<file path="src/rtl/idelay_calib_sequencer_pkg.sv">
// Shared types and helpers for the LTC2145 LVDS receiver IDELAY calibration.
// Tap/window widths, the sequencer state encoding and the centre-tap helper.
// Pure package: no logic, no latency, no flow control.
package idelay_calib_sequencer_pkg;

  localparam int TAP_W    = 5;
  localparam int NUM_TAPS = 32;
  localparam int WIN_W    = 6;

  typedef enum logic [3:0] {
    IDLE,
    WAIT_RDY,
    LOAD,
    SETTLE,
    CHECK,
    EVAL,
    APPLY,
    NEXT_LANE,
    DONE
  } cal_state_t;

  // Floor centre of a window; only meaningful for len >= 1, and a window
  // never runs past tap 31, so the 5-bit sum cannot overflow.
  function automatic logic [TAP_W-1:0] centre_tap(input logic [TAP_W-1:0] start,
                                                  input logic [WIN_W-1:0] len);
    logic [WIN_W-1:0] half;
    half = (len - WIN_W'(1)) >> 1;
    return start + half[TAP_W-1:0];
  endfunction

endpackage

</file>
<file path="src/rtl/idelay_window_tracker.sv">
// Tracks the current and widest run of passing taps during one lane sweep.
// Latency: one cycle per update; centre/best_len are valid the cycle after.
// No backpressure: clear and update are single-cycle strobes from the sequencer.
module idelay_window_tracker
  import idelay_calib_sequencer_pkg::*;
(
  input  logic             sample_clk,
  input  logic             reset,
  input  logic             clear,
  input  logic             update,
  input  logic             pass,
  input  logic [TAP_W-1:0] tap,
  output logic [WIN_W-1:0] best_len,
  output logic [TAP_W-1:0] centre
);

  logic [TAP_W-1:0] run_start;
  logic [WIN_W-1:0] run_len;
  logic [TAP_W-1:0] best_start;
  logic [TAP_W-1:0] run_start_nxt;
  logic [WIN_W-1:0] run_len_inc;

  // A new run starts at the current tap; otherwise keep the existing start.
  always_comb begin
    run_start_nxt = (run_len == '0) ? tap : run_start;
    run_len_inc   = run_len + WIN_W'(1);
  end

  // Window update; strictly-greater keeps the earliest of equal-width windows.
  always_ff @(posedge sample_clk) begin
    if (reset || clear) begin
      run_start  <= '0;
      run_len    <= '0;
      best_start <= '0;
      best_len   <= '0;
    end else if (update) begin
      if (pass) begin
        run_start <= run_start_nxt;
        run_len   <= run_len_inc;
        if (run_len_inc > best_len) begin
          best_len   <= run_len_inc;
          best_start <= run_start_nxt;
        end
      end else begin
        run_len <= '0;
      end
    end
  end

  assign centre = centre_tap(best_start, best_len);

endmodule

</file>
<file path="src/rtl/idelay_calib_sequencer.sv">
// Per-lane IDELAY tap sweep and centre-of-eye load for the LTC2145 receiver.
// Latency: 32*(SETTLE_CYCLES+CHECK_CYCLES+2)+3 cycles per lane with RDY steady.
// No backpressure; losing idelayctrl_rdy mid-sweep restarts the current lane.
// Option IDELAY_CALIB_WINDOW_REPORT_EN adds the per-lane window_width report.
module idelay_calib_sequencer
  import idelay_calib_sequencer_pkg::*;
#(
  parameter int DATA_WIDTH    = 28,
  parameter int SETTLE_CYCLES = 16,
  parameter int CHECK_CYCLES  = 256,
  parameter int MIN_WINDOW    = 4,
  parameter int DEFAULT_TAP   = 16
) (
  input  logic                        sample_clk,
  input  logic                        reset,
  input  logic                        start,
  input  logic                        idelayctrl_rdy,
  input  logic [DATA_WIDTH-1:0]       data_in,
  output logic [DATA_WIDTH-1:0]       delay_ld,
  output logic [DATA_WIDTH*TAP_W-1:0] delay_val_out,
  output logic                        busy,
  output logic                        done,
`ifdef IDELAY_CALIB_WINDOW_REPORT_EN
  output logic [DATA_WIDTH*WIN_W-1:0] window_width,
`endif
  output logic [DATA_WIDTH-1:0]       lane_fail
);

  localparam int LANE_W  = (DATA_WIDTH > 1) ? $clog2(DATA_WIDTH) : 1;
  localparam int CNT_MAX = (SETTLE_CYCLES > CHECK_CYCLES) ? SETTLE_CYCLES : CHECK_CYCLES;
  localparam int CNT_W   = (CNT_MAX > 1) ? $clog2(CNT_MAX) : 1;

  cal_state_t       state;
  logic [LANE_W-1:0] lane;
  logic [TAP_W-1:0] tap;
  logic [CNT_W-1:0] cnt;
  logic             prev_bit;
  logic             err_flag;
  logic             trk_clear;
  logic             trk_update;
  logic [WIN_W-1:0] best_len;
  logic [TAP_W-1:0] centre;

  // Tracker is reset at the start of each lane sweep and fed once per tap.
  assign trk_clear  = (state == WAIT_RDY) && idelayctrl_rdy;
  assign trk_update = (state == EVAL) && idelayctrl_rdy;

  idelay_window_tracker u_tracker (
    .sample_clk (sample_clk),
    .reset      (reset),
    .clear      (trk_clear),
    .update     (trk_update),
    .pass       (!err_flag),
    .tap        (tap),
    .best_len   (best_len),
    .centre     (centre)
  );

  // Lane sequencing FSM with registered strobes and tap values.
  always_ff @(posedge sample_clk) begin
    if (reset) begin
      state         <= IDLE;
      lane          <= '0;
      tap           <= '0;
      cnt           <= '0;
      prev_bit      <= 1'b0;
      err_flag      <= 1'b0;
      delay_ld      <= '0;
      delay_val_out <= '0;
      busy          <= 1'b0;
      done          <= 1'b0;
      lane_fail     <= '0;
`ifdef IDELAY_CALIB_WINDOW_REPORT_EN
      window_width  <= '0;
`endif
    end else begin
      delay_ld <= '0;
      case (state)
        IDLE: begin
          if (start) begin
            state     <= WAIT_RDY;
            busy      <= 1'b1;
            done      <= 1'b0;
            lane_fail <= '0;
            lane      <= '0;
`ifdef IDELAY_CALIB_WINDOW_REPORT_EN
            window_width <= '0;
`endif
          end
        end
        WAIT_RDY: begin
          if (idelayctrl_rdy) begin
            tap   <= '0;
            state <= LOAD;
          end
        end
        LOAD: begin
          if (!idelayctrl_rdy) begin
            state <= WAIT_RDY;
          end else begin
            delay_ld[lane]                        <= 1'b1;
            delay_val_out[lane*TAP_W +: TAP_W]    <= tap;
            cnt                                   <= '0;
            state                                 <= SETTLE;
          end
        end
        SETTLE: begin
          if (!idelayctrl_rdy) begin
            state <= WAIT_RDY;
          end else begin
            err_flag <= 1'b0;
            if (cnt == CNT_W'(SETTLE_CYCLES - 1)) begin
              cnt   <= '0;
              state <= CHECK;
            end else begin
              cnt <= cnt + 1'b1;
            end
          end
        end
        CHECK: begin
          if (!idelayctrl_rdy) begin
            state <= WAIT_RDY;
          end else begin
            // First cycle only seeds prev_bit; every later sample must differ.
            prev_bit <= data_in[lane];
            if ((cnt != '0) && (data_in[lane] == prev_bit))
              err_flag <= 1'b1;
            if (cnt == CNT_W'(CHECK_CYCLES - 1)) begin
              cnt   <= '0;
              state <= EVAL;
            end else begin
              cnt <= cnt + 1'b1;
            end
          end
        end
        EVAL: begin
          if (!idelayctrl_rdy) begin
            state <= WAIT_RDY;
          end else if (tap == TAP_W'(NUM_TAPS - 1)) begin
            state <= APPLY;
          end else begin
            tap   <= tap + 1'b1;
            state <= LOAD;
          end
        end
        APPLY: begin
          delay_ld[lane] <= 1'b1;
          if (best_len >= WIN_W'(MIN_WINDOW)) begin
            delay_val_out[lane*TAP_W +: TAP_W] <= centre;
          end else begin
            delay_val_out[lane*TAP_W +: TAP_W] <= TAP_W'(DEFAULT_TAP);
            lane_fail[lane]                    <= 1'b1;
          end
`ifdef IDELAY_CALIB_WINDOW_REPORT_EN
          window_width[lane*WIN_W +: WIN_W] <= best_len;
`endif
          state <= NEXT_LANE;
        end
        NEXT_LANE: begin
          if (lane == LANE_W'(DATA_WIDTH - 1)) begin
            busy  <= 1'b0;
            done  <= 1'b1;
            state <= DONE;
          end else begin
            lane  <= lane + 1'b1;
            state <= WAIT_RDY;
          end
        end
        DONE: begin
          state <= IDLE;
        end
        default: begin
          state <= IDLE;
        end
      endcase
    end
  end

endmodule

</file>
<file path="config.mk">
export PLATFORM = sky130hd
export DESIGN_NAME = idelay_calib_sequencer
export DESIGN_NICKNAME = d
export VERILOG_FILES = /design/src/rtl/idelay_calib_sequencer_pkg.sv /design/src/rtl/idelay_window_tracker.sv /design/src/rtl/idelay_calib_sequencer.sv
export SDC_FILE = /design/constraint.sdc
export NUM_CORES = 1
export LEC_CHECK = 0
export BUFFER_PORTS_ARGS = -buffer_cell sky130_fd_sc_hd__buf_4
export CORE_MARGIN = 2
export CORE_UTILIZATION = 51
export CTS_BUF_LIST = sky130_fd_sc_hd__clkbuf_8
export DETAILED_ROUTE_END_ITERATION = 16
export GPL_ROUTABILITY_DRIVEN = 0
export PLACE_DENSITY = 0.79
export RECOVER_POWER = 100
export SYNTH_ARGS = -nofsm -noshare
export SYNTH_HDL_FRONTEND = slang
export SYNTH_SLANG_ARGS = --single-unit
export TNS_END_PERCENT = 5
</file>
<file path="constraint.sdc">
create_clock -name sample_clk -period 3.06 [get_ports sample_clk]
set_input_delay 0.612 -clock sample_clk [delete_from_list [all_inputs] [get_ports sample_clk]]
set_output_delay 0.612 -clock sample_clk [all_outputs]
set_load 0.01 [all_outputs]
</file>
== Word-level counts from Yosys, hierarchy flattened ==
Cells that the tools add are included.
W data, S select, Z words.

* Bits in registers: 244
* Input bits: 32

* Add/subtract/negate cells: 7
* $mul: 1
* Order comparisons: 4
* Equal/unequal tests: 25
* Shift operators: 4
* Multiplexer cells: 51
* Bitwise gates (word level): 2
* Reductions and logical operators: 25

{| class="wikitable"
|+ Operator list
! kind !! count
|-
| $bwmux W140 || 3
|-
| $mux W140 || 2
|-
| $pmux W140 S2 || 1
|-
| $shiftx A5 B34 Y140 || 2
|-
| $shift A5 B34 Y140 const A || 1
|-
| $shiftx A5 B34 Y140 const A || 1
|-
| $pmux W28 S2 || 2
|-
| $mux W28 || 3
|-
| $mux W8 || 5
|-
| $neg A8 Y34 || 1
|-
| $pmux W4 S8 || 1
|-
| $mux W5 || 6
|-
| $mux W4 || 7
|-
| $or A28 B28 Y28 || 1
|-
| $pmux W8 S3 || 1
|-
| $ne A2 B2 Y1 const B || 11
|-
| $pmux W5 S2 || 2
|-
| $eq A4 B3 Y1 const B || 4
|-
| $reduce_and A4 Y1 || 4
|-
| $reduce_and A3 Y1 || 4
|-
| $add A5 B1 Y5 const B || 2
|-
| $eq A5 B5 Y1 const B || 2
|-
| $reduce_bool A2 Y1 || 5
|-
| $mux W1 || 9
|-
| other kinds (29) || 39
|}

== Depth between registers and ports, before layout ==
* Word-level depth: 7
* Depth in mapped cells: 13

== Modules after synthesis ==
Synthesis repeated with hierarchy kept, for this count alone.

* Cell total of the unflattened synthesis: 1197
* Area total of the unflattened synthesis: 10635.2 µm²

{| class="wikitable"
|+ By module, submodules not included
! module !! times used !! cells an instance !! area each (µm²) !! sequential area each (µm²)
|-
| idelay_calib_sequencer || 1 || 1036 || 9188.8 || 4444.3
|-
| idelay_window_tracker || 1 || 161 || 1446.4 || 440.4
|}

== Worst setup path before layout ==
OpenSTA, ideal clock, no wires.

* Path kind: flip-flop to flip-flop
* Start point: register lane[1]
* End point: register delay_val_out[133]
* Data arrival time: 2883 ps
* Required time: 2932 ps
* Setup slack: 50 ps
* Stages on the path, launching flop included: 13
* Path buffers: 5
* Period minus slack after synthesis: 3010 ps
* Cells stage by stage: dfxtp_1 > buf_4 > buf_1 > inv_1 > ha_1 > clkbuf_1 > nor3b_1 > and2_1 > buf_2 > nor2b_1 > buf_2 > mux2i_1 > nor2_1

* Word-level cells in the longest chain between the ends: 6
* Elaborated cells on any way between the ends: 12
* Classes of those cells: add/sub (1); mul (1); shift (4); mux (6)

{| class="wikitable"
|+ RTL lines
! what !! line !! text
|-
| start, declared || idelay_calib_sequencer.sv:34 || <nowiki>logic [LANE_W-1:0] lane;</nowiki>
|-
| start signal, assigned || idelay_calib_sequencer.sv:165 || <nowiki>lane <= lane + 1'b1;</nowiki>
|-
| $mul A5 B3 Y8 * || idelay_calib_sequencer.sv:102, idelay_calib_sequencer.sv:149, idelay_calib_sequencer.sv:151 ||
|-
| $neg A8 Y34 * || idelay_calib_sequencer.sv:102, idelay_calib_sequencer.sv:149, idelay_calib_sequencer.sv:151 ||
|-
| $shiftx A5 B34 Y140 (tied with other cells) || idelay_calib_sequencer.sv:151 || <nowiki>delay_val_out[lane*TAP_W +: TAP_W] <= TAP_W'(DEFAULT_TAP);</nowiki>
|-
| $bwmux W140, on equally long branches || idelay_calib_sequencer.sv:151, idelay_calib_sequencer.sv:102, idelay_calib_sequencer.sv:149 ||
|-
| $mux W140, on equally long branches || idelay_calib_sequencer.sv:148, idelay_calib_sequencer.sv:98 ||
|-
| $pmux W140 S2 * || idelay_calib_sequencer.sv:78 || <nowiki>case (state)</nowiki>
|-
| end signal, assigned by index || idelay_calib_sequencer.sv:102 || <nowiki>delay_val_out[lane*TAP_W +: TAP_W] <= tap;</nowiki>
|-
| end signal, assigned by index || idelay_calib_sequencer.sv:149 || <nowiki>delay_val_out[lane*TAP_W +: TAP_W] <= centre;</nowiki>
|-
| end signal, assigned by index || idelay_calib_sequencer.sv:151 ||
|-
| end, declared || idelay_calib_sequencer.sv:20 || <nowiki>output logic [DATA_WIDTH*TAP_W-1:0] delay_val_out,</nowiki>
|}

Every way passes the cells marked *; elsewhere a longest branch is shown, timed or not. The select of a mux whose other input is x is not followed.
A chain may end at the register's enable or synchronous reset.

== Worst setup path in the final report ==
* Start point: register u_tracker.best_len[0]
* End point: register delay_val_out[129]

* Word-level cells in the longest chain between the ends: 6
* Elaborated cells on any way between the ends: 7
* Classes of those cells: add/sub (2); order compare (1); shift (1); mux (3)

{| class="wikitable"
|+ RTL lines
! what !! line !! text
|-
| start, declared || idelay_window_tracker.sv:13 || <nowiki>output logic [WIN_W-1:0] best_len,</nowiki>
|-
| start signal, assigned || idelay_window_tracker.sv:41 || <nowiki>best_len <= run_len_inc;</nowiki>
|-
| $sub A6 B1 Y6 || idelay_calib_sequencer_pkg.sv:27 || <nowiki>half = (len - WIN_W'(1)) >> 1;</nowiki>
|-
| $add A5 B5 Y5 || idelay_calib_sequencer_pkg.sv:28 || <nowiki>return start + half[TAP_W-1:0];</nowiki>
|-
| $shiftx A5 B34 Y140 || idelay_calib_sequencer.sv:149 ||
|-
| $bwmux W140 || idelay_calib_sequencer.sv:149 ||
|-
| $mux W140 * || idelay_calib_sequencer.sv:148 || <nowiki>if (best_len >= WIN_W'(MIN_WINDOW)) begin</nowiki>
|-
| $pmux W140 S2 * || idelay_calib_sequencer.sv:78 ||
|}

Every way passes the cells marked *; elsewhere a longest branch is shown, timed or not.

==> impl_metrics.yaml <==
critical_path:
  cpMaxStageDelayCell: "fa_1"
  path_buf_inv: 2
  cp.required_ns: 3.49
  path_cells: "inv_1, ha_1, inv_1, ha_1, fa_1, a21o_1, a21oi_1, xnor3_2, o21ai_0, a21oi_1, a211oi_1"
  rr_endpoint: "delay_val_out[129]"
  r2r_start: "u_tracker.best_len[0]"
  r2r_slack_ns: 0.15
  criticalPathCategory: "register to register"
  crit_fanout: 10
  cpLargestDelayFamily: "compound AO/OA/AOI/OAI gates"
  worst_ep_arrival_time_ns: 3.34
  r2r.worst_path.cells: 11
  slowest_delay_ns: 0.45
  worst_setup_path_start_kind: "register"
  worstSetupEndpointType: "register"
detailed_routing:
  via_per_inst: 5.58
  drtAntennaViolNets: 0
  totalWireLength_mm: 30.2
  drt-initial-drc-count: 762
  vias: 9714
  route.detailed.drc: 0
  drtPass1Iterations: 5
  wl_per_cell_um: 17.3
global_route:
  globalRouteTotalUtil_pct: 26.8
  grt_pass1_wl_mm: 47.5
  grt_pass1_vias: 9236
  antenna_found_initial: 0
  grt_overflow: 0
  grt_max_degree: 105
synth:
  synth_nets: 1264
  synthFlopType: "dfxtp_1"
  netlist.area_leader.share_pct: 46.4
  async_reset_ff_share_pct: 0
  synth_top_family_by_area: "simple AND/OR/NAND/NOR gates"
  syn_avg_cell_area_um2: 8.72
  synthDistinctLibCells: 68
  yosysMostFrequentCell: "dfxtp_1"
  ys_seq_elements: 244
  synth_common_cells: "dfxtp_1, nor2_1, a21oi_1, nand2_1, mux2i_1"
  yosysSeqAreaShare_pct: 46.4
  synthTopCellsByArea: "dfxtp_1, nor2_1, mux2i_1"
  syn_area_um2: 10500
  synthXorXnorAreaFrac_pct: 2.04
  synth_edf_count: 0
  synth_mux_area_share_pct: 7.88
  synth_compound_area_share_pct: 14.1
  synthAdderAreaFrac_pct: 3.04
  synth_area_leader_cell: "dfxtp_1"
  syn-instance-count: 1207
  synth-simple-area-share_pct: 23.0
  ys.warnings.count: 0
clock_network:
  clkLatencyLatePin_ns: 0.53
  cts_buffer_depth: 3
  cts_root_buffer: "clkbuf_8"
  htreeDepth: 2
  path_clk_slew_ns: 0.06
  numCtsBuffers: 42
  cts_tree: "built"
  cts_setup_buffers: 0
  clock_sinks: 244
  hold_buffers: 0
sta:
  slew_viol_final: 0
  rsz0062_at_grt: "false"
  maxSlewHeadroom_pct: 49.5
  hold_viol: 0
  fin_crit_ns: 2.91
  setup_viol: 0
  whs_ns: 0.455
  period_share_pct: 95.0
  fin_worst_skew_ns: 0.0189
  tightest_slew_ns: 0.757
  fmaxAchievable_mhz: 344
  fin_tns_setup_ns: 0
final_layout:
  num_antenna_cells: 0
  syn_to_final_growth_pct: 19.5
  drive_above_1_share_pct: 9.73
  nNetsFinal: 1499
floorplan:
  rows: 52
  die_x_um: 148
  dieHeight_um: 148
  ios: 230
  coreArea_um2: 20200
  dieArea_um2: 21800
  initial_core_util_pct: 52.0
run_status:
  status: "complete, no violations"
placement:
  portBuffers: 229
  place_hpwl_mm: 21.7
hold_path:
  hold_path_depth: 2
  min_to: "u_tracker.run_start[2]"
  hold_path.class: "register to register"
  min-delay-start: "u_tracker.run_start[2]"
flow_run:
  maxCapViolations: 0
power_and_ir_drop:
  power_per_cell_area_nw_per_um2: 531
  power_mw: 6.69
  p_leak_nw: 4.78
  ir_worst_vdd_v: 0.000352
cells in the final DEF (no fill, tap or decap), types with 3 or more instances in the layout:
cell type and instances:
nand2b_1 10, nor3_1 30, ha_1 24, nand3b_1 16, nor2_1 222, inv_1 30
o21bai_1 8, clkbuf_8 55, nor2_2 5, o22ai_1 3, a21oi_1 100, nand2_1 100
xor2_1 11, nor4_1 6, clkbuf_1 202, clkbuf_2 4, dfxtp_1 244, or3_1 21
xnor2_1 11, nand4b_1 4, a22oi_1 10, mux2_2 5, o21a_1 4, and2_1 7
nor2b_1 15, o31ai_1 8, and3_1 6, nand3_1 41, o21ai_0 32, a31oi_1 12
a211oi_1 31, nor3b_1 4, a21o_1 8, buf_4 54, nand4_1 14, mux2i_1 75
power breakdown:
part	internal [mW]	switching (mW)
Sequential	3.19	0.0165
Combinational	0.142	0.298
Clock	1.77	1.27
Total	5.10	1.59
registers in the layout, summed over array words and instances (netlist names):
name                  count
delay_val_out           140
delay_ld                 28
lane_fail                28
cnt                       8
u_tracker.best_len        6
u_tracker.run_len         6
lane                      5
tap                       5
u_tracker.best_start      5
u_tracker.run_start       5
state                     4
busy                      1
done                      1
err_flag                  1
prev_bit                  1
worst max path at each step:
stage,from,cells after the start,endpoint,slack [ns]
floorplan,lane[1],12,delay_val_out[133],0.05
detailed placement,u_tracker.best_len[0],11,delay_val_out[129],0.03
global route,lane[0],9,delay_val_out[18],0.03
CTS,u_tracker.best_len[0],11,delay_val_out[129],0.02
global placement,u_tracker.best_len[0],11,delay_val_out[89],0.10
finish,u_tracker.best_len[0],11,delay_val_out[129],0.15
metrics by stage:
stage | setup slack (ns) | util [%] | area (um2) | std cells
after global placement | 0.101 | 62.0 | 12500 | 1668
after global routing | 0.0285 | 62.2 | 12600 | 1740
final | 0.154 | 62.2 | 12600 | 1740
after CTS | 0.0198 | 66.3 | 13400 | 1740
after floorplan | 0.0495 | - | 10500 | 1207
after detailed placement | 0.0260 | 62.0 | 12500 | 1668
metal layers:
layer / up-vias / routed length [um] / global-route usage (%)
li1: 4670 / - / -
met1: 4549 / 12400 / 34.9
met2: 416 / 13900 / 43.0
met3: 79 / 2830 / 6.91
met4: 0 / 1050 / 9.81
met5: - / 0 / 0
area by class of cell:
cell class,instances,area (um2)
multi-input combinational,875,5210
sequential,244,4880
tap,270,338
timing repair buffer,261,1200
clock inverter,17,125
fill,1930,7650
clock buffer,55,757
inverter,18,67.6
kinds of logic (layout without fill, tap and decap cells):
kind of cell             after synthesis  count (layout)
AO/OA/AOI/OAI                        234             234
adder cells (fa/ha/maj)               25              25
flip-flops                           244             244
multiplexers                          81              81
AND/OR/NAND/NOR                      512             512
buffers and inverters                 88             351
XOR/XNOR                              23              23
tightest hold or removal path: cells and delay by family, from the launching register on:
family	cells	cell delay [ns]
flops	1	0.31
simple gates	1	0.05
compound gates	1	0.05
what timing repair did:
action / in CTS / in global routing
hold endpoints to repair: 0 / 0
setup endpoints to repair: 0 / 22
resized for setup: 0 / 1
No activity file was read; power rests on OpenSTA's default activity.
